**config.mk**
```make
export PLATFORM = sky130hd
export DESIGN_NAME = key_select_encoder_flat
export DESIGN_NICKNAME = d
export VERILOG_FILES = /design/src/rtl/key_select_encoder_if.sv /design/src/rtl/key_select_encoder.sv /design/src/flat_wrapper.sv
export SDC_FILE = /design/constraint.sdc
export NUM_CORES = 1
export LEC_CHECK = 0
export CORE_MARGIN = 10
export CORE_UTILIZATION = 30
export CTS_BUF_LIST = sky130_fd_sc_hd__clkbuf_4 sky130_fd_sc_hd__clkbuf_8
export DETAILED_ROUTE_END_ITERATION = 16
export PLACE_DENSITY_LB_ADDON = 0.3
export SYNTH_ARGS = -nofsm -noshare
export SYNTH_HDL_FRONTEND = slang
export SYNTH_SLANG_ARGS = --single-unit
```
**constraint.sdc**
```tcl
create_clock -name clk -period 4.4 [get_ports clk]
set_clock_uncertainty 0.2 [all_clocks]
set_input_delay 1.32 -clock clk [delete_from_list [all_inputs] [get_ports clk]]
set_output_delay 1.32 -clock clk [all_outputs]
set_load 0.02 [all_outputs]
```
**src/rtl/key_select_encoder_if.sv**
```systemverilog
// rtl/key_select_encoder_if.sv - selector valid/ack handshake between the key encoder and the ROM-write logic
//
// Purpose: carries the encoded word selector from the front-panel encoder to its consumer.
// Signals:
//   selector   4-bit encoded ROM word index       (master -> slave)
//   sel_valid  selector holds an unconsumed press (master -> slave)
//   sel_ack    consumer accepts the selector      (slave -> master)
interface key_select_encoder_if;
  logic [3:0] selector;
  logic       sel_valid;
  logic       sel_ack;

  modport master (output selector, output sel_valid, input sel_ack);
  modport slave  (input selector, input sel_valid, output sel_ack);
endinterface

```
**src/rtl/key_select_encoder.sv**
```systemverilog
// rtl/key_select_encoder.sv - front-panel 16-key synchroniser, debouncer and one-hot to index encoder
//
// Purpose: turns a single debounced push-button press into a 4-bit ROM word selector,
// offered on a valid/ack handshake. Only input mode (mode == 0) produces events.
// Ports:
//   clk        system clock, rising edge
//   rst        asynchronous active-high reset
//   mode       0 = input, 1 = run, 2 = debug, 3 = reserved (non-input)
//   key        raw button lines, active-high, bit i = ROM word i
//   sel        selector / sel_valid / sel_ack handshake (master side)
//   multi_err  last debounced press had two or more keys
//   overrun    sticky: a press arrived while sel_valid was still high
module key_select_encoder #(
  parameter int DEBOUNCE_CYCLES = 16,
  parameter int CNT_W           = 5
) (
  input  logic                       clk,
  input  logic                       rst,
  input  logic [1:0]                 mode,
  input  logic [15:0]                key,
  key_select_encoder_if.master       sel,
  output logic                       multi_err,
  output logic                       overrun
);

  localparam logic [CNT_W-1:0] CNT_MAX = CNT_W'(DEBOUNCE_CYCLES - 1);

  typedef enum logic {RELEASED, HELD} state_t;

  logic [15:0]      key_m;   // first synchroniser stage
  logic [15:0]      key_s;   // synchronised key vector
  logic [15:0]      key_p;   // key_s one cycle earlier
  logic [15:0]      key_d;   // debounced key vector
  logic [CNT_W-1:0] cnt;
  state_t           state;

  logic             one_hot;
  logic [3:0]       idx;

  // Synchroniser and debounce. key_d only loads while key_s is still equal to
  // its previous value, so a change arriving while cnt sits at its saturation
  // value cannot slip through on that same edge.
  always_ff @(posedge clk or posedge rst) begin
    if (rst) begin
      key_m <= '0;
      key_s <= '0;
      key_p <= '0;
      key_d <= '0;
      cnt   <= '0;
    end else begin
      key_m <= key;
      key_s <= key_m;
      key_p <= key_s;
      if (key_s != key_p)
        cnt <= '0;
      else if (cnt != CNT_MAX)
        cnt <= cnt + CNT_W'(1);
      if (key_s == key_p && cnt == CNT_MAX)
        key_d <= key_s;
    end
  end

  always_comb begin
    one_hot = (key_d != 16'd0) && ((key_d & (key_d - 16'd1)) == 16'd0);
    idx     = 4'd0;
    for (int i = 0; i < 16; i++) begin
      if (key_d[i])
        idx = 4'(i);
    end
  end

  // Press FSM with registered outputs. Later assignments take priority:
  // ack clears sel_valid, a new accepted press re-sets it, and any non-input
  // mode forces it low regardless.
  always_ff @(posedge clk or posedge rst) begin
    if (rst) begin
      state         <= RELEASED;
      sel.selector  <= 4'd0;
      sel.sel_valid <= 1'b0;
      multi_err     <= 1'b0;
      overrun       <= 1'b0;
    end else begin
      if (sel.sel_ack && sel.sel_valid)
        sel.sel_valid <= 1'b0;

      case (state)
        RELEASED: begin
          if (key_d != 16'd0) begin
            state <= HELD;
            if (mode == 2'd0) begin
              if (one_hot) begin
                sel.selector  <= idx;
                sel.sel_valid <= 1'b1;
                multi_err     <= 1'b0;
                if (sel.sel_valid && !sel.sel_ack)
                  overrun <= 1'b1;
              end else begin
                multi_err <= 1'b1;
              end
            end
          end
        end
        HELD: begin
          // A key change without a full release never produces a new event.
          if (key_d == 16'd0)
            state <= RELEASED;
        end
        default: state <= RELEASED;
      endcase

      if (mode != 2'd0)
        sel.sel_valid <= 1'b0;
    end
  end

endmodule
```
**src/flat_wrapper.sv**
```systemverilog
// flat-port wrapper written by rule: the top's interface ports become plain ports
module key_select_encoder_flat 
#(
  parameter int DEBOUNCE_CYCLES = 16,
  parameter int CNT_W           = 5
)
  (clk, rst, mode, key, multi_err, overrun, sel_selector, sel_sel_valid, sel_sel_ack);
  key_select_encoder_if sel_i ();
  input  logic clk;
  input  logic rst;
  input  logic [1:0] mode;
  input  logic [15:0] key;
  output logic multi_err;
  output logic overrun;
  output wire logic [$bits(sel_i.selector)-1:0] sel_selector;
  output wire logic [$bits(sel_i.sel_valid)-1:0] sel_sel_valid;
  input wire logic [$bits(sel_i.sel_ack)-1:0] sel_sel_ack;
  assign sel_selector = sel_i.selector;
  assign sel_sel_valid = sel_i.sel_valid;
  assign sel_i.sel_ack = sel_sel_ack;
  key_select_encoder #(.DEBOUNCE_CYCLES(DEBOUNCE_CYCLES), .CNT_W(CNT_W)) u_core (.clk(clk), .rst(rst), .mode(mode), .key(key), .sel(sel_i), .multi_err(multi_err), .overrun(overrun));
endmodule
```
==> results <==
- The clock network fraction of design power is 0.423.
- For this run, design rule violations remaining after detail routing come to 0.
- Of the post-synthesis cell area, the dominant cell type holds 0.682.
- The worst setup path is launched from a primary input.
- For this design the total switching power over the nets is 290 µW.
- The die is 117 µm wide.
- Entering global routing, the biggest net connects 43 pins.
- The run finished with clean final reports.
- The class of the most critical setup path is in2reg.
- The number of nets in the layout is 257.
- The later pin in the worst-skew pair is clocked with a latency of 0.35 ns.
- The height of the die is 117 µm.
- The H-tree was split into 3 levels.
- TritonCTS built the clock tree.
- The most common cell in the synthesized netlist is dfrtp_1.
- Port buffering added 27 buffers.
- The first detailed-routing pass took 4 iterations.
- Setup violations remaining at the end of the flow were counted as 0.
- The analysis attributes to cell leakage a power of 0.00159 µW.
- The number of global-route vias before repair is 1558.
- The share of total power in combinational logic is 0.032.
- Counting flops with a built-in enable in the synthesized netlist gives 0.
- 0 antenna diodes ended up in the layout.
- The fraction of power spent switching nets is 0.213.
- The row count is 35.
- The final layout contains routed wiring with a total length of 4660 µm.
- Dividing the synthesized area by the synthesized cell count gives 14.2 µm².
- The share of total power dissipated in sequential elements is 0.545.
- After detailed routing, the number of vias per cell comes to 4.57.
- Synthesis produced 199 cells.
- The detailed router finished its first iteration with 58 violations.
- In this run the remaining antenna-violating nets after routing total 0.
- In the final routed layout, each cell accounts on average for 13.4 µm.
- The most used flip-flop cell after synthesis is dfrtp_1.
- IR analysis of the VDD net gives a maximum drop of 0.000176 V.
- The max capacitance violation total is 0.
- The via count is 1594.
- In this run the cell area of the synthesized design comes to 2830 µm².
- The initial antenna violation count is 0.
- The largest area contributor in the netlist is dfrtp_1.
- The final HPWL from detailed placement is 3260 µm.
- Dividing the final minimum period by the clock period gives 0.661.
- The total global routing overflow is 0.
- The maximum fanout count along the critical path is 7.
- The reg-to-reg startpoint is u_core.key_d[8].
- The path type of the worst min-delay path is reg2reg.
- The first global-routing pass estimated 8070 µm of wire.
- The maximum buffer depth of the clock tree is 2.
- STA puts the critical path data required time at 4.43 ns.
- For this configuration, the core starts out at a cell density of 0.307.
- At the worst endpoint, the arrival time is 2.94 ns.
- Synthesis instantiated 38 different standard cells from the library.
- The sequential-to-total area share from yosys stat is 0.682.
- From synthesis to final layout, the design area changed by 22.1%.
- The area inside the core boundary is 9200 µm².
- The transition time at the pin with the least slew margin is 0.720 ns.
- The number of storage elements in the synthesis netlist is 77.
- The clock period minus worst slack is 2.91 ns.
- The headroom to the max-slew limit is 0.519.
- The internal power of the cells totals 1070 µW.
- Buffers added to address setup during post-CTS repair amount to 0.
- The number of clock sinks seen by CTS is 77.
- The total CTS buffers is 9.
- The number of nets in the synthesized netlist is 222.
- The final-layout setup total negative slack is 0 ns.
- The die footprint is 13700 µm².
- The number of hold violations in the final report is 0.
- Sorting the synthesized cells by area gives the leading types as dfrtp_1 68%, mux2_2 8.0%, xor2_1 5.6%.
- Counting flops with an async set or reset pin after synthesis yields a share of 1.00.
- The power per standard cell area is 394 nW/µm².
- CTS placed an instance of clkbuf_8 at the clock tree root.
- Based on the critical path, the design can be clocked at up to 0.344 GHz.
- For this run, the total global-route usage over all layers was measured as 0.0760.
- After clock tree synthesis, the flow added hold-fix buffers numbering 0.
- The number of top-level pins is 28.
- Setup repair after global routing left no endpoint under its margin.
- The count of final max-slew check failures is 0.
- The tightest hold margin is 0.150 ns.
- The timing startpoint of the critical path is mode[1].
- Counting instances in the post-synthesis netlist gives the leading cell types as 77 x dfrtp_1, 20 x mux2_2, 18 x xor2_1.
- The post-cts repair resize count is 0.
- The sort of element at the end of the critical path is a register.
- The clock-pin transition on the worst setup and hold timing paths is 0.08 ns.
- During synthesis, Yosys emitted a total of 0 warnings.
- The hold path startpoint is u_core.key_m[9].
- The congestion estimate from routability-driven global placement came to 0.787.
- The ratio of cells with drive above 1 in the final layout is 0.172.
## worst max-delay path, cell delays in order
cell             delay (ns)
clkdlybuf4s50_1        0.42
nor3_1                 0.19
nand2_1                0.11
nor4_2                 0.28
o2111ai_2              0.28
mux2_2                 0.34
## final cells by class
type                            instances  area, µm²
Inverter                                7       26.3
Sequential cell                        77       1930
Fill cell                             902       5750
Multi-Input combinational cell        111        857
Tap cell                              111        139
Timing Repair Buffer                   28        290
Clock inverter                          6       87.6
Clock buffer                            9        124
## per-layer routing
metal,share of wire,up-vias,track usage,routed length (µm)
met5,0,-,0,0
met4,0.019,0,0.0395,87
met3,0.044,5,0.0301,204
li1,-,775,-,-
met1,0.49,779,0.0986,2270
met2,0.45,35,0.106,2100
## sequential cells by signal (all words and copies together), names as in the netlist
signal,count
u_core.multi_err,1
u_core.key_p,16
u_core.key_s,16
u_core.state,1
u_core.overrun,1
u_core.key_m,16
u_core.sel.selector,4
u_core.key_d,16
u_core.cnt,5
u_core.sel.sel_valid,1
## cell usage in the layout, fill, tap and decap left out, types with 2 or more instances in the layout
cell type / count
mux2_2: 20
clkbuf_8: 9
clkinv_2: 2
clkdlybuf4s50_1: 27
o21bai_1: 3
nor2_1: 11
nor3_1: 3
a21oi_1: 5
bufinv_16: 2
o21ai_0: 4
ha_1: 2
xor2_1: 18
or4_1: 2
nand4_1: 2
nor2b_1: 2
dfrtp_1: 77
nand2_1: 6
inv_1: 6
nor4_1: 8
a211oi_1: 4
## final timing paths
check	to	slack [ns]	cells past startpoint
max in group asynchronous	u_core.key_m[6]	2.13	3
setup reg to reg	u_core.sel.selector[0]	1.51	6
hold / removal	u_core.key_s[9]	0.15	0
setup / recovery	u_core.sel.selector[0]	1.49	6
min in group asynchronous	u_core.key_m[3]	1.21	2
hold reg to reg	u_core.key_s[9]	0.15	0
## power groups by stage
stage	Sequential, µW	Combinational (µW)	Clock (µW)
finish	742	44.1	575
global route	745	51.0	624
CTS	742	46.4	594
detailed placement	756	46.3	0
global placement	756	45.8	0
floorplan	752	20.7	0
## per-stage QoR
stage	utilization	power, µW	std cells	cell area (µm²)	setup WS, ns
5_1_grt	0.375	1420	349	3450	1.32
3_3_place_gp	0.352	801	334	3240	1.15
4_1_cts	0.375	1380	349	3450	1.48
6_report	0.375	1360	349	3450	1.49
2_1_floorplan	-	773	199	2830	0.913
3_5_place_dp	0.352	803	334	3240	1.12
## cells by family (layout without fill, tap and decap cells)
kind of cell,count (synthesis),after routing,synth area share
flops,77,77,0.682
simple gates,42,42,0.0824
compound gates,25,25,0.0624
mux,21,21,0.0833
xor+xnor,19,19,0.0589
buf+inv,11,50,0.0146
fa+ha+maj,4,4,0.0164
No activity file was read; power rests on OpenSTA's default activity.
